==> config.mk <==
export PLATFORM = sky130hd
export DESIGN_NAME = vga_screen_scan_flat
export DESIGN_NICKNAME = d
export VERILOG_FILES = /design/src/rtl/vga_screen_scan_if.sv /design/src/rtl/vga_screen_scan.sv /design/src/flat_wrapper.sv
export SDC_FILE = /design/constraint.sdc
export NUM_CORES = 1
export LEC_CHECK = 0
export BUFFER_PORTS_ARGS = -buffer_cell sky130_fd_sc_hd__buf_2
export CAP_MARGIN = 20
export CORE_UTILIZATION = 45
export DETAILED_ROUTE_END_ITERATION = 12
export GPL_TIMING_DRIVEN = 0
export MAX_ROUTING_LAYER = met4
export PLACE_DENSITY_LB_ADDON = 0.25
export REMOVE_ABC_BUFFERS = 1
export SETUP_SLACK_MARGIN = 0.02
export SYNTH_ARGS = -nofsm -noshare
export SYNTH_HDL_FRONTEND = slang
export SYNTH_SLANG_ARGS = --single-unit
==> constraint.sdc <==
create_clock -name clk -period 3.2 [get_ports clk]
set_input_delay 0 -clock clk [delete_from_list [all_inputs] [get_ports clk]]
set_output_delay 0 -clock clk [all_outputs]
set_load 0.005 [all_outputs]
==> src/rtl/vga_screen_scan_if.sv <==
// Interface between the scan-out stage, the frame-buffer read port and the VGA pins.
interface vga_screen_scan_if;
    logic        en;
    logic [14:0] screen_addr;
    logic [11:0] screen_data;
    logic [3:0]  vga_r;
    logic [3:0]  vga_g;
    logic [3:0]  vga_b;
    logic        vga_hs;
    logic        vga_vs;
    logic        frame_start;

    modport master (
        input  en, screen_data,
        output screen_addr, vga_r, vga_g, vga_b, vga_hs, vga_vs, frame_start
    );

    modport slave (
        output en, screen_data,
        input  screen_addr, vga_r, vga_g, vga_b, vga_hs, vga_vs, frame_start
    );
endinterface

==> src/rtl/vga_screen_scan.sv <==
// VGA scan-out: pixel-rate timing, frame-buffer address generation with 4x4
// pixel replication, and a two-tick pipeline keeping syncs aligned with RGB.
module vga_screen_scan #(
    parameter int CLK_DIV     = 4,
    parameter int H_ACTIVE    = 640,
    parameter int H_FP        = 16,
    parameter int H_SYNC      = 96,
    parameter int H_BP        = 48,
    parameter int V_ACTIVE    = 480,
    parameter int V_FP        = 10,
    parameter int V_SYNC      = 2,
    parameter int V_BP        = 33,
    parameter int FB_WIDTH    = 160,
    parameter int SCALE_SHIFT = 2
) (
    input  logic              clk,
    input  logic              rstn,
    vga_screen_scan_if.master bus
);
    localparam int H_TOTAL = H_ACTIVE + H_FP + H_SYNC + H_BP;
    localparam int V_TOTAL = V_ACTIVE + V_FP + V_SYNC + V_BP;
    localparam int DW = (CLK_DIV > 1) ? $clog2(CLK_DIV) : 1;
    localparam int HW = $clog2(H_TOTAL);
    localparam int VW = $clog2(V_TOTAL);

    localparam logic [DW-1:0] DIV_LAST = DW'(CLK_DIV - 1);
    localparam logic [HW-1:0] H_LAST   = HW'(H_TOTAL - 1);
    localparam logic [HW-1:0] H_ACT    = HW'(H_ACTIVE);
    localparam logic [HW-1:0] HS_FIRST = HW'(H_ACTIVE + H_FP);
    localparam logic [HW-1:0] HS_LAST  = HW'(H_ACTIVE + H_FP + H_SYNC - 1);
    localparam logic [VW-1:0] V_LAST   = VW'(V_TOTAL - 1);
    localparam logic [VW-1:0] V_ACT    = VW'(V_ACTIVE);
    localparam logic [VW-1:0] VS_FIRST = VW'(V_ACTIVE + V_FP);
    localparam logic [VW-1:0] VS_LAST  = VW'(V_ACTIVE + V_FP + V_SYNC - 1);
    localparam logic [14:0]   FB_W     = 15'(FB_WIDTH);

    logic [DW-1:0] div_cnt;
    logic [HW-1:0] h_cnt;
    logic [VW-1:0] v_cnt;
    logic          tick;
    logic          de;
    logic          hs_n;
    logic          vs_n;
    logic          at_origin;
    logic [14:0]   fb_row;
    logic [14:0]   fb_col;
    logic [14:0]   addr_next;

    logic          de1;
    logic          hs1;
    logic          vs1;
    logic          first1;
    logic [14:0]   addr_q;
    logic [11:0]   rgb_q;
    logic          hs_q;
    logic          vs_q;
    logic          fs_q;

    // Pixel tick and decode of the current (pre-increment) counter position.
    always_comb begin
        tick      = (div_cnt == DIV_LAST);
        de        = (h_cnt < H_ACT) && (v_cnt < V_ACT);
        hs_n      = !((h_cnt >= HS_FIRST) && (h_cnt <= HS_LAST));
        vs_n      = !((v_cnt >= VS_FIRST) && (v_cnt <= VS_LAST));
        at_origin = (h_cnt == '0) && (v_cnt == '0);
        fb_row    = 15'(v_cnt >> SCALE_SHIFT);
        fb_col    = 15'(h_cnt >> SCALE_SHIFT);
    end

    // Row base: the 160-wide buffer uses a 128+32 shift-add instead of a multiplier.
    generate
        if (FB_WIDTH == 160) begin : g_shift_add
            assign addr_next = (fb_row << 7) + (fb_row << 5) + fb_col;
        end else begin : g_mult
            assign addr_next = fb_row * FB_W + fb_col;
        end
    endgenerate

    // Divider, scan counters and the two pipeline stages; en low acts like reset.
    always_ff @(posedge clk) begin
        if (!rstn || !bus.en) begin
            div_cnt <= '0;
            h_cnt   <= '0;
            v_cnt   <= '0;
            de1     <= 1'b0;
            hs1     <= 1'b1;
            vs1     <= 1'b1;
            first1  <= 1'b0;
            addr_q  <= '0;
            rgb_q   <= '0;
            hs_q    <= 1'b1;
            vs_q    <= 1'b1;
            fs_q    <= 1'b0;
        end else begin
            fs_q <= 1'b0;
            if (tick) begin
                div_cnt <= '0;
                if (h_cnt == H_LAST) begin
                    h_cnt <= '0;
                    v_cnt <= (v_cnt == V_LAST) ? '0 : v_cnt + 1'b1;
                end else begin
                    h_cnt <= h_cnt + 1'b1;
                end
                de1    <= de;
                hs1    <= hs_n;
                vs1    <= vs_n;
                first1 <= at_origin;
                if (de) begin
                    addr_q <= addr_next;
                end
                rgb_q <= de1 ? bus.screen_data : 12'h000;
                hs_q  <= hs1;
                vs_q  <= vs1;
                fs_q  <= first1;
            end else begin
                div_cnt <= div_cnt + 1'b1;
            end
        end
    end

    assign bus.screen_addr = addr_q;
    assign bus.vga_r       = rgb_q[11:8];
    assign bus.vga_g       = rgb_q[7:4];
    assign bus.vga_b       = rgb_q[3:0];
    assign bus.vga_hs      = hs_q;
    assign bus.vga_vs      = vs_q;
    assign bus.frame_start = fs_q;
endmodule
==> src/flat_wrapper.sv <==
// flat-port wrapper written by rule: the top's interface ports become plain ports
module vga_screen_scan_flat 
#(
    parameter int CLK_DIV     = 4,
    parameter int H_ACTIVE    = 640,
    parameter int H_FP        = 16,
    parameter int H_SYNC      = 96,
    parameter int H_BP        = 48,
    parameter int V_ACTIVE    = 480,
    parameter int V_FP        = 10,
    parameter int V_SYNC      = 2,
    parameter int V_BP        = 33,
    parameter int FB_WIDTH    = 160,
    parameter int SCALE_SHIFT = 2
)
  (clk, rstn, bus_en, bus_screen_data, bus_screen_addr, bus_vga_r, bus_vga_g, bus_vga_b, bus_vga_hs, bus_vga_vs, bus_frame_start);
  vga_screen_scan_if bus_i ();
  input  logic clk;
  input  logic rstn;
  input wire logic [$bits(bus_i.en)-1:0] bus_en;
  input wire logic [$bits(bus_i.screen_data)-1:0] bus_screen_data;
  output wire logic [$bits(bus_i.screen_addr)-1:0] bus_screen_addr;
  output wire logic [$bits(bus_i.vga_r)-1:0] bus_vga_r;
  output wire logic [$bits(bus_i.vga_g)-1:0] bus_vga_g;
  output wire logic [$bits(bus_i.vga_b)-1:0] bus_vga_b;
  output wire logic [$bits(bus_i.vga_hs)-1:0] bus_vga_hs;
  output wire logic [$bits(bus_i.vga_vs)-1:0] bus_vga_vs;
  output wire logic [$bits(bus_i.frame_start)-1:0] bus_frame_start;
  assign bus_i.en = bus_en;
  assign bus_i.screen_data = bus_screen_data;
  assign bus_screen_addr = bus_i.screen_addr;
  assign bus_vga_r = bus_i.vga_r;
  assign bus_vga_g = bus_i.vga_g;
  assign bus_vga_b = bus_i.vga_b;
  assign bus_vga_hs = bus_i.vga_hs;
  assign bus_vga_vs = bus_i.vga_vs;
  assign bus_frame_start = bus_i.frame_start;
  vga_screen_scan #(.CLK_DIV(CLK_DIV), .H_ACTIVE(H_ACTIVE), .H_FP(H_FP), .H_SYNC(H_SYNC), .H_BP(H_BP), .V_ACTIVE(V_ACTIVE), .V_FP(V_FP), .V_SYNC(V_SYNC), .V_BP(V_BP), .FB_WIDTH(FB_WIDTH), .SCALE_SHIFT(SCALE_SHIFT)) u_core (.clk(clk), .rstn(rstn), .bus(bus_i));
endmodule
==> impl_metrics.env <==
export IMPL_drt_pre_antenna_iters=4
export IMPL_yosys_top_cells_area="dfxtp_1 39%, ha_1 9.2%, a21oi_1 7.2%"
export IMPL_clk_pin_slew_ns=0.10
export IMPL_whs_path_depth=3
export IMPL_maximum_number_of_pins_on_one_net_before_global_route_repair=34
export IMPL_detail_route_antenna_nets=0
export IMPL_fp_dieH_um=81.66
export IMPL_clkSinkCount=56
export IMPL_clock_latency_ns=0.31
export IMPL_timing_hold_worst_endpoint="u_core.bus.screen_addr[5]$_SDFFE_PP0P_"
export IMPL_endpoint_of_the_lowest_slack_register_to_register_path="u_core.bus.screen_addr[14]$_SDFFE_PP0P_"
export IMPL_synth_most_common_cell="dfxtp_1"
export IMPL_start_util_pct=47.38
export IMPL_hold_start="bus_en"
export IMPL_antenna_found_initial=0
export IMPL_cp_max_fo=12
export IMPL_yosysWarnings=0
export IMPL_synth_top_cells_by_count="56 x dfxtp_1, 41 x a21oi_1, 37 x nand2_1"
export IMPL_worst_pin_slew_ns=0.7705
export IMPL_setup_reg_to_reg_worst_slack_ns=0.34
export IMPL_fillerInstances=553
export IMPL_post_cts_buffers=0
export IMPL_postSynthRegisterBits=56
export IMPL_syn_area_sq_um=2855
export IMPL_wl_per_cell_um=13.41
export IMPL_timing_clock_skew_ns=0.003435
export IMPL_netlist_top_cell_by_area="dfxtp_1"
export IMPL_vias=2482
export IMPL_floorplan_die_width_um=81.66
export IMPL_cts_repair_resize_count=0
export IMPL_timing_final_hold_violations=0
export IMPL_synth_sequential_area_ratio_pct=39.26
export IMPL_crit_path_end_kind="register"
export IMPL_drt_wl_total_um=6195
export IMPL_totalNegativeSetupSlack_ns=0
export IMPL_cts_inserted_buffers=5
export IMPL_min_path_type="in2reg"
export IMPL_grt_overflow_total=0
export IMPL_vias_per_cell=5.372
export IMPL_place_hpwl_um=4151
export IMPL_synthToLayoutAreaGrowth_pct=17.70
export IMPL_final_period_utilization_pct=89.37
export IMPL_slowest_stage_cell_cp="dfxtp_1"
export IMPL_n_antenna_cell=0
export IMPL_synth_largest_type_area_fraction_pct=39.26
export IMPL_cts_root_buf="clkbuf_8"
export IMPL_setup_viol_count_final=0
export IMPL_async_flop_share_pct=0
export IMPL_synth_edf_count=0
export IMPL_fp_coreArea_sq_um=6026
export IMPL_num_io_pins=45
export IMPL_timing_max_cap_violations=0
export IMPL_critical_path_startpoint_type="register"
export IMPL_finalNetCount=424
export IMPL_die_area_sq_um=6668
export IMPL_drtIter0Drc=100
export IMPL_max_freq_mhz=349.7
export IMPL_synth_cells=339
export IMPL_static_leakage_power_nw=1.377
export IMPL_yosys_most_used_dff="dfxtp_1"
export IMPL_cell_row_count=28
export IMPL_synth_avg_cell_area_sq_um=8.423
export IMPL_layout_drive_gt1_share_pct=14.73
export IMPL_drc=0
export IMPL_cts_max_path_buffers=2
export IMPL_outcome="finished, final reports clean"
export IMPL_worst_r2r_cell_count=8
export IMPL_max_stage_delay_ns=0.60
export IMPL_p_per_area_nw_per_um2=344.5
export IMPL_grt_total_usage_pct=19.88
export IMPL_first_global_vias=2195
export IMPL_gp_congestion=0.7953
export IMPL_slew_headroom_pct=48.09
export IMPL_worst_endpoint_required_ns=3.42
export IMPL_grt_setup_unrepaired="false"
export IMPL_cts_tree="done"
export IMPL_portBuffers=44
export IMPL_shortest_period_the_worst_path_allows_ns=2.860
export IMPL_critical_path_class="reg2reg"
export IMPL_worst_reg2reg_startpoint="u_core.v_cnt[2]$_SDFFE_PP0P_"
export IMPL_critical_path_cell_chain="inv_1 -> fa_1 -> inv_1 -> fa_1 -> a21o_1 -> a221oi_1 -> o211ai_1 -> o211a_1"
export IMPL_worst_ep_arrival_time_ns=3.08
export IMPL_ir_drop_mv=0.2407
export IMPL_synth_distinct_cells=44
export IMPL_first_pass_grt_wire_length_um=9922
export IMPL_number_of_max_slew_violations_in_the_final_report=0
export IMPL_cts_htree_levels=2
export IMPL_hold_ws_ns=0.2654
-- layout make-up --
type | count | area (sq um) | area share, %
timing repair buffer | 58 | 395.4 | 11.76
clock buffer | 6 | 82.58 | 2.457
clock inverter | 2 | 15.01 | 0.4468
sequential | 56 | 1121 | 33.36
inverter | 13 | 48.80 | 1.452
multi-input combinational | 252 | 1604 | 47.73
tap | 75 | 93.84 | 2.792
-- metal layers --
metal | vias up | global-route usage, % | share of wire [%]
li1 | 1287 | - | -
met3 | 5 | 3.667 | 3.2
met2 | 43 | 30.58 | 46
met4 | 0 | 7.018 | 0.89
met1 | 1147 | 26.08 | 50
met5 | - | - | 0
-- placed cells by master (no fill, tap or decap), types with 7 or more instances in the layout --
master,count
buf_2,44
and3_1,8
nand2_1,37
o211ai_1,7
a21oi_1,41
dfxtp_1,56
or3_1,7
nor2b_1,14
ha_1,21
nor3_1,7
o21ai_0,14
nor2_1,21
inv_1,13
dlygate4sd3_1,12
nand3_1,16
-- what timing repair did --
action	CTS	global route
endpoints found under the setup margin	0	0
hold buffers	12	0
hold endpoints to repair	12	0
-- stage by stage --
step / std cells / cell area [sq um] / utilization, % / worst slack, ns / power, mW
6_report: 462 / 3361 / 55.77 / 0.3402 / 1.158
5_1_grt: 462 / 3361 / 55.77 / 0.1287 / 1.198
4_1_cts: 461 / 3333 / 55.32 / 0.05432 / 1.172
3_5_place_dp: 441 / 3115 / 51.70 / 0.09591 / 0.7466
3_3_place_gp: 440 / 3088 / 51.25 / 0.08256 / 0.7419
2_1_floorplan: 321 / 2774 / - / 0.7359 / 0.7273
-- logic make-up (layout without fill, tap and decap cells) --
logic type                 count (synthesis)  in the layout  share of synthesized area [%]
buffers and inverters                     31             79                          4.558
adders and majority gates                 23             23                          10.60
AOI/OAI and AO/OA                         76             76                          15.47
and+or+nand+nor                          141            141                          26.34
xor gates and xnor gates                  10             10                          3.067
muxes                                      2              2                         0.7012
DFF                                       56             56                          39.26
-- sequential cells by signal, indices dropped and copies added (netlist names) --
signal / flops
u_core.de1: 1
u_core.vs1: 1
u_core.v_cnt: 10
u_core.first1: 1
u_core.bus.frame_start: 1
u_core.h_cnt: 10
u_core.bus.vga_vs: 1
u_core.rgb_q: 12
u_core.hs1: 1
u_core.bus.vga_hs: 1
u_core.bus.screen_addr: 15
u_core.div_cnt: 2
-- report_power, final --
| group | total (mW) | internal (mW) | switching, mW |
|---|---|---|---|
| clock network | 0.415 | 0.176 | 0.240 |
| registers | 0.699 | 0.698 | 0.000721 |
| logic | 0.0438 | 0.0225 | 0.0214 |
-- worst max path at each step --
stage | end | start | slack, ns
2_1_floorplan | u_core.bus.screen_addr[14]$_SDFFE_PP0P_ | u_core.v_cnt[2]$_SDFFE_PP0P_ | 0.74
3_3_place_gp | u_core.v_cnt[5]$_SDFFE_PP0P_ | u_core.div_cnt[0]$_SDFF_PP0_ | 0.08
3_5_place_dp | u_core.v_cnt[2]$_SDFFE_PP0P_ | u_core.div_cnt[0]$_SDFF_PP0_ | 0.1
4_1_cts | u_core.v_cnt[8]$_SDFFE_PP0P_ | u_core.div_cnt[0]$_SDFF_PP0_ | 0.05
5_1_grt | u_core.bus.screen_addr[14]$_SDFFE_PP0P_ | u_core.v_cnt[2]$_SDFFE_PP0P_ | 0.13
6_report | u_core.bus.screen_addr[14]$_SDFFE_PP0P_ | u_core.v_cnt[2]$_SDFFE_PP0P_ | 0.34
-- critical path, delay by kind of cell, from the launching register on --
kind                     cells  cell delay [ns]
AO/OA/AOI/OAI                4             0.92
buffers and inverters        2             0.23
adder cells (fa/ha/maj)      2             1.00
flip-flops                   1             0.60
Note: power is estimated with default switching activity, not from simulation.
